<file path="src/rtl/led_frame_sequencer_pkg.sv">
// Shared definitions for the LED frame sequencer: state encoding and
// default frame/gap sizing.
package led_frame_sequencer_pkg;

    typedef enum logic [1:0] {
        ST_IDLE    = 2'd0,
        ST_OWN     = 2'd1,
        ST_FORWARD = 2'd2,
        ST_FAULT   = 2'd3
    } state_t;

    localparam int FRAME_BITS_DEF = 32;
    localparam int GAP_CYCLES_DEF = 64;
    localparam int FWD_CNT_W_DEF  = 8;

endpackage

</file>
<file path="src/rtl/led_frame_sequencer_gap_timer.sv">
// Idle-gap timer: counts clk cycles since the last bit strobe and flags
// timeout once GAP_CYCLES strobe-free cycles have elapsed.
module led_gap_timer
    import led_frame_sequencer_pkg::*;
#(
    parameter int GAP_CYCLES = GAP_CYCLES_DEF
) (
    input  logic clk,
    input  logic rst_n,
    input  logic strobe,
    output logic timeout
);

    localparam int CNT_W = $clog2(GAP_CYCLES + 1);
    localparam logic [CNT_W-1:0] GAP_MAX = CNT_W'(GAP_CYCLES);

    logic [CNT_W-1:0] gap_cnt_r;

    // Gap counter: strobe clears, otherwise count up and hold at GAP_MAX.
    always_ff @(posedge clk) begin
        if (!rst_n) begin
            gap_cnt_r <= {CNT_W{1'b0}};
        end else if (strobe) begin
            gap_cnt_r <= {CNT_W{1'b0}};
        end else if (gap_cnt_r != GAP_MAX) begin
            gap_cnt_r <= gap_cnt_r + CNT_W'(1);
        end else begin
            gap_cnt_r <= gap_cnt_r;
        end
    end

    assign timeout = (gap_cnt_r == GAP_MAX);

endmodule

</file>
<file path="src/rtl/led_frame_sequencer.sv">
// Routes decoded Manchester bits: the first FRAME_BITS of a frame go to the
// local colour register, later bits are forwarded down the LED chain.
module led_frame_sequencer
    import led_frame_sequencer_pkg::*;
#(
    parameter int FRAME_BITS = FRAME_BITS_DEF,
    parameter int GAP_CYCLES = GAP_CYCLES_DEF,
    parameter int FWD_CNT_W  = FWD_CNT_W_DEF
) (
    input  logic                 clk,
    input  logic                 rst_n,
    input  logic                 in_strobe,
    input  logic                 in_data,
    input  logic                 in_error,
    input  logic                 in_sync,
    input  logic                 parity_ok,
    output logic                 own_strobe,
    output logic                 own_data,
    output logic                 store,
    output logic                 fwd_strobe,
    output logic                 fwd_data,
    output logic                 fwd_enable,
    output logic                 error,
    output logic [1:0]           state,
    output logic [FWD_CNT_W-1:0] fwd_count
);

    localparam int BIT_CNT_W = $clog2(FRAME_BITS + 1);
    localparam logic [BIT_CNT_W-1:0] LAST_BIT = BIT_CNT_W'(FRAME_BITS);
    localparam logic [FWD_CNT_W-1:0] FWD_MAX  = {FWD_CNT_W{1'b1}};

    state_t                 state_r, state_s;
    logic [BIT_CNT_W-1:0]   bit_cnt_r, bit_cnt_s, bit_cnt_inc_s;
    logic [FWD_CNT_W-1:0]   fwd_count_r, fwd_count_s;
    logic                   own_strobe_r, own_strobe_s;
    logic                   own_data_r, own_data_s;
    logic                   store_r, store_s;
    logic                   fwd_strobe_r, fwd_strobe_s;
    logic                   fwd_data_r, fwd_data_s;
    logic                   fwd_enable_r, fwd_enable_s;
    logic                   error_r, error_s;
    logic                   link_bad_s, bad_bit_s, timeout_s;

    led_gap_timer #(
        .GAP_CYCLES (GAP_CYCLES)
    ) u_gap_timer (
        .clk     (clk),
        .rst_n   (rst_n),
        .strobe  (in_strobe),
        .timeout (timeout_s)
    );

    assign link_bad_s    = in_error | ~in_sync;
    assign bad_bit_s     = in_strobe & link_bad_s;
    assign bit_cnt_inc_s = bit_cnt_r + BIT_CNT_W'(1);

    // Next-state and next-output logic; a link fault outranks any bit or timeout.
    always_comb begin
        state_s      = state_r;
        bit_cnt_s    = bit_cnt_r;
        fwd_count_s  = fwd_count_r;
        own_strobe_s = 1'b0;
        own_data_s   = own_data_r;
        store_s      = 1'b0;
        fwd_strobe_s = 1'b0;
        fwd_data_s   = fwd_data_r;
        fwd_enable_s = 1'b0;
        error_s      = error_r;

        case (state_r)
            ST_IDLE: begin
                error_s = 1'b0;
                if (bad_bit_s) begin
                    state_s = ST_FAULT;
                    error_s = 1'b1;
                end else if (in_strobe) begin
                    state_s      = ST_OWN;
                    bit_cnt_s    = BIT_CNT_W'(1);
                    fwd_count_s  = {FWD_CNT_W{1'b0}};
                    own_strobe_s = 1'b1;
                    own_data_s   = in_data;
                end else begin
                    state_s = ST_IDLE;
                end
            end
            ST_OWN: begin
                if (link_bad_s) begin
                    state_s = ST_FAULT;
                    error_s = 1'b1;
                end else if (in_strobe) begin
                    bit_cnt_s    = bit_cnt_inc_s;
                    own_strobe_s = 1'b1;
                    own_data_s   = in_data;
                    if (bit_cnt_inc_s == LAST_BIT) begin
                        // Store only a parity-clean word; a bad word still hands over to forwarding.
                        state_s = ST_FORWARD;
                        store_s = parity_ok;
                        error_s = ~parity_ok;
                    end else begin
                        state_s = ST_OWN;
                    end
                end else if (timeout_s) begin
                    // Short frame: error is a single-cycle pulse, cleared again in IDLE.
                    state_s = ST_IDLE;
                    error_s = 1'b1;
                end else begin
                    state_s = ST_OWN;
                end
            end
            ST_FORWARD: begin
                if (link_bad_s) begin
                    state_s = ST_FAULT;
                    error_s = 1'b1;
                end else if (in_strobe) begin
                    fwd_enable_s = 1'b1;
                    fwd_strobe_s = 1'b1;
                    fwd_data_s   = in_data;
                    if (fwd_count_r != FWD_MAX) begin
                        fwd_count_s = fwd_count_r + FWD_CNT_W'(1);
                    end else begin
                        fwd_count_s = fwd_count_r;
                    end
                end else if (timeout_s) begin
                    state_s = ST_IDLE;
                    error_s = 1'b0;
                end else begin
                    fwd_enable_s = 1'b1;
                end
            end
            ST_FAULT: begin
                error_s = 1'b1;
                if (!in_strobe && timeout_s) begin
                    state_s = ST_IDLE;
                    error_s = 1'b0;
                end else begin
                    state_s = ST_FAULT;
                end
            end
            default: begin
                state_s = ST_FAULT;
                error_s = 1'b1;
            end
        endcase
    end

    // State, counters and registered outputs; synchronous active-low reset.
    always_ff @(posedge clk) begin
        if (!rst_n) begin
            state_r      <= ST_IDLE;
            bit_cnt_r    <= {BIT_CNT_W{1'b0}};
            fwd_count_r  <= {FWD_CNT_W{1'b0}};
            own_strobe_r <= 1'b0;
            own_data_r   <= 1'b0;
            store_r      <= 1'b0;
            fwd_strobe_r <= 1'b0;
            fwd_data_r   <= 1'b0;
            fwd_enable_r <= 1'b0;
            error_r      <= 1'b0;
        end else begin
            state_r      <= state_s;
            bit_cnt_r    <= bit_cnt_s;
            fwd_count_r  <= fwd_count_s;
            own_strobe_r <= own_strobe_s;
            own_data_r   <= own_data_s;
            store_r      <= store_s;
            fwd_strobe_r <= fwd_strobe_s;
            fwd_data_r   <= fwd_data_s;
            fwd_enable_r <= fwd_enable_s;
            error_r      <= error_s;
        end
    end

    assign own_strobe = own_strobe_r;
    assign own_data   = own_data_r;
    assign store      = store_r;
    assign fwd_strobe = fwd_strobe_r;
    assign fwd_data   = fwd_data_r;
    assign fwd_enable = fwd_enable_r;
    assign error      = error_r;
    assign state      = state_r;
    assign fwd_count  = fwd_count_r;

endmodule

</file>
<file path="config.mk">
export PLATFORM = sky130hd
export DESIGN_NAME = led_frame_sequencer
export DESIGN_NICKNAME = d
export VERILOG_FILES = /design/src/rtl/led_frame_sequencer_pkg.sv /design/src/rtl/led_frame_sequencer_gap_timer.sv /design/src/rtl/led_frame_sequencer.sv
export SDC_FILE = /design/constraint.sdc
export NUM_CORES = 1
export LEC_CHECK = 0
export ABC_AREA = 1
export CAP_MARGIN = 20
export CELL_PAD_IN_SITES_DETAIL_PLACEMENT = 0
export CELL_PAD_IN_SITES_GLOBAL_PLACEMENT = 2
export CORE_ASPECT_RATIO = 0.5
export CORE_MARGIN = 8
export CORE_UTILIZATION = 31
export CTS_CLUSTER_DIAMETER = 50
export DETAILED_ROUTE_END_ITERATION = 10
export DONT_BUFFER_PORTS = 1
export PLACE_DENSITY_LB_ADDON = 0.1
export SLEW_MARGIN = 25
export SYNTH_ARGS = -nofsm -noshare
export SYNTH_HDL_FRONTEND = slang
export SYNTH_SLANG_ARGS = --single-unit
export TNS_END_PERCENT = 1
</file>
<file path="constraint.sdc">
create_clock -name clk -period 1.6 [get_ports clk]
set_clock_uncertainty 0.1 [all_clocks]
set_input_delay 0.24 -clock clk [delete_from_list [all_inputs] [get_ports clk]]
set_output_delay 0.24 -clock clk [all_outputs]
set_load 0.01 [all_outputs]
</file>
==> metrics.md, run 1 <==
| Metric | Value |
|---|---|
| CP max stage delay | 0.32 ns |
| Final wirelength | 3620 um |
| Post-route setup slack | -0.0399 ns |
| I/O pins | 24 |
| Final worst-path cycle share | 1.02 |
| Hold buffer count at cts | 2 |
| Leak | 0.817 nW |
| Routability cong. | 0.787 |
| Final-report max-slew violation count | 0 |
| Placement Cell Area | 1780 um^2 |
| Setup TNS | -0.0399 ns |
| Register area share after synthesis | 0.391 |
| Max-cap viol count | 0 |
| Final hold vios | 4 |
| P_sw | 0.453 mW |
| Final Util | 0.409 |
| Startpoint types | register |
| CTS sink count | 30 |
| Antenna Nets Post-Route | 0 |
| Fmax | 0.610 GHz |
| Hold path cells | 2 |
| GRT Total Usage | 0.105 |
| Placement Rows | 18 |
| Post-synthesis cell type count | 31 |
| Worst rel slew slack | 0.831 |
| Via density | 4.40 |
| Reg2reg start | u_gap_timer.gap_cnt_r[1] |
| Fin cells | 317 |
| Total CTS buffers | 5 |
| FF+latch count, synth | 30 |
| Worst skew pair latency | 0.27 ns |
| Pwr dens | 817 nW/um^2 |
| Final design area excluding fillers | 1980 um^2 |
| Crit-path cells | inv_2, ha_4, nand3_4, nor3_4, nor2_2, o21ai_2, and2_1, nand3_1, nand2_1, inv_1 |
| Hold_ws | -0.0341 ns |
| CP top delay family | simple AND/OR/NAND/NOR gates |
| Mapped Nets | 228 |
| Worst hold path type | in2reg |
| Initial antenna violation count | 0 |
| Pre-antenna DRT Iters | 4 |
| Critical path arrival | 1.72 ns |
| Part of the power in combinational logic | 0.147 |
| Initial detailed-routing violation count | 59 |
| Minimum clock period after layout | 1.64 ns |
| Routed wire per std cell | 11.4 um |
| H-tree levels | 2 |
| Drc violations | 0 |
| Critical Path Slowest Stage Cell | dfxtp_2 |
| RSZ-0062 raised after global routing | yes |
| Clock root cell | clkbuf_8 |
| Post-DP HPWL | 2770 um |
| Worst-Margin Slew | 0.253 ns |
| Worst Hold Path EP | state[0] |
| VDD IR max | 0.301 mV |
| Post-synthesis cell area | 1540 um^2 |
| GRT Residual Overflow | 0 |
| First-pass GRT wire length | 6260 um |
| Buffers & Inverters on Critical Path | 2 |
| Ranking of synthesized cells by area | dfxtp_1, nand2_1, inv_1 |
| Critical path data required time | 1.68 ns |
| Commonest non-fill, non-tap cell in the layout | nand2_1 |
| Status | finished, violations left |
| Area share of the largest cell type after synthesis | 0.391 |
| Die Width | 116 um |
| Clock tree buffer depth | 2 |
| Hold_sp | rst_n |
| Synth Warn # | 0 |
| Sw Ratio | 0.280 |
| R2R depth | 10 |
| Ant diodes | 0 |
| Clock Pin Slew Worst Setup and Hold Paths | 0.06 ns |
| Critical Path End Type | register |
| Syn avg cell area | 7.12 um^2 |
| Worst R2R End | state[1] |
| Failing checks | hold timing, setup timing |
| Yosys top cell by area | dfxtp_1 |
| Total placed cells including tap cells | 306 |
| Ratio of cells with drive above 1 in the final layout | 0.304 |
| Die area | 7610 um^2 |
| R2R setup slack | -0.04 ns |
| Nets | 259 |
| Commonest cells after routing, fill and taps aside | nand2_1, dfxtp_1, inv_1, buf_4, a21oi_1 |
| Area grow syn2layout | 28.7% |
| Part of the power in registers | 0.496 |
| Kind of critical path | reg2reg |
| Number of global-route vias before repair | 1303 |
| Cells after synthesis | 216 |
| CTS tree | done |
| Largest net degree at the start of global routing | 10 |
| Core box area | 4840 um^2 |
| Initial Utilization | 0.318 |
| Port bufs | 0 |
| Endpoints failing setup | 1 |
| Power share of the clock group | 0.356 |
| Fillers | 524 |
| Cell internal pwr | 1.16 mW |
| Worst-path maximum fanout | 4 |
| Vert. Die Dim | 65.8 um |
| Routed via count | 1394 |
cell families after synthesis:
kind of cell / synth area share
compound gates: 0.111
fa+ha+maj: 0.0407
xor+xnor: 0.0228
flops: 0.391
simple gates: 0.338
buf+inv: 0.0968
per-stage QoR:
stage	total power [mW]	worst slack, ns	hold WS [ns]
3_5_place_dp	1.03	0.00917	0.251
5_1_grt	1.71	-0.149	-0.0461
6_report	1.62	-0.0399	-0.0341
3_3_place_gp	1.03	-0.0206	0.244
4_1_cts	1.62	-0.00641	-0.0410
2_1_floorplan	0.950	0.0251	0.238
flip-flops by register name, summed over array words and instances, names as in the netlist, 2 cells and up:
register / count
state: 2
fwd_count: 8
u_gap_timer.gap_cnt_r: 7
bit_cnt_r: 6
Yosys cell counts:
cell,number
o21ai_2,1
nand3_2,2
nand2_2,5
and2_1,1
nand4_1,4
o31ai_1,1
or2_2,1
nand3b_1,1
clkbuf_1,1
nor3_1,4
dfxtp_1,30
o21ai_0,5
nand2_4,1
inv_1,27
nor3_4,1
ha_1,5
o21a_1,1
nor2_4,2
o21ai_1,2
buf_4,1
inv_4,1
a211oi_1,2
inv_2,8
nor2_1,19
nand3_1,18
xor2_1,3
o211ai_1,1
a21oi_1,18
nand2_1,46
xnor2_1,1
nor2_2,3
worst max-delay path by stage:
stage / cells past startpoint / from / to / slack, ns
2_1_floorplan: 11 / fwd_count[0] / fwd_count[4] / 0.03
3_3_place_gp: 12 / bit_cnt_r[1] / state[0] / -0.02
3_5_place_dp: 12 / bit_cnt_r[1] / state[0] / 0.009
4_1_cts: 10 / u_gap_timer.gap_cnt_r[0] / state[1] / -0.006
5_1_grt: 10 / u_gap_timer.gap_cnt_r[1] / state[1] / -0.15
6_report: 10 / u_gap_timer.gap_cnt_r[1] / state[1] / -0.04
worst reg2reg max path, delay by kind of cell, from the launching register on:
family,cells,cell delay (ns)
fa+ha+maj,1,0.14
flops,1,0.32
simple gates,6,0.67
buf+inv,2,0.12
compound gates,1,0.19
cell type report:
cell class                 count  area, um^2  share of cell area
clock buffer                   5        68.8              0.0348
clock inverter                 2        10.0             0.00506
inverter                      36         140              0.0708
multi-input combinational    148         867               0.438
sequential                    30         606               0.306
tap                           70        87.6              0.0442
timing repair buffer          26         200               0.101
routing by layer:
layer / part of all wire / GRT usage / up-vias / wire length, um
li1: - / - / 749 / -
met1: 0.49 / 0.128 / 629 / 1780
met2: 0.46 / 0.170 / 12 / 1670
met3: 0.039 / 0.0364 / 4 / 141
met4: 0.0091 / 0.0340 / 0 / 33
met5: 0 / 0 / - / 0
repair_timing:
item | 4_1_cts | 5_1_grt
hold endpoints to repair | 5 | 4
setup buffers | 0 | 2
setup endpoints to repair | 4 | 13
pin swaps | 0 | 15
gates resized for setup | 2 | 24
power groups by stage:
stage	combinational (mW)	sequential, mW	clock [mW]
after detailed placement	0.213	0.817	0
final	0.238	0.802	0.576
after global routing	0.269	0.807	0.632
after global placement	0.216	0.817	0
after floorplan	0.127	0.822	0
after CTS	0.219	0.800	0.602
(Power assumes the default switching activity.)
==> run 2, diff against run 1 <==
--- a/config.mk
+++ b/config.mk
@@ -13,6 +13,7 @@
 export CORE_MARGIN = 8
 export CORE_UTILIZATION = 31
 export CTS_CLUSTER_DIAMETER = 50
+export CTS_CLUSTER_SIZE = 10
 export DETAILED_ROUTE_END_ITERATION = 10
 export DONT_BUFFER_PORTS = 1
 export PLACE_DENSITY_LB_ADDON = 0.1
==> results of run 2 <==
No change in the layout: final DEF, timing and power equal those of run 1.
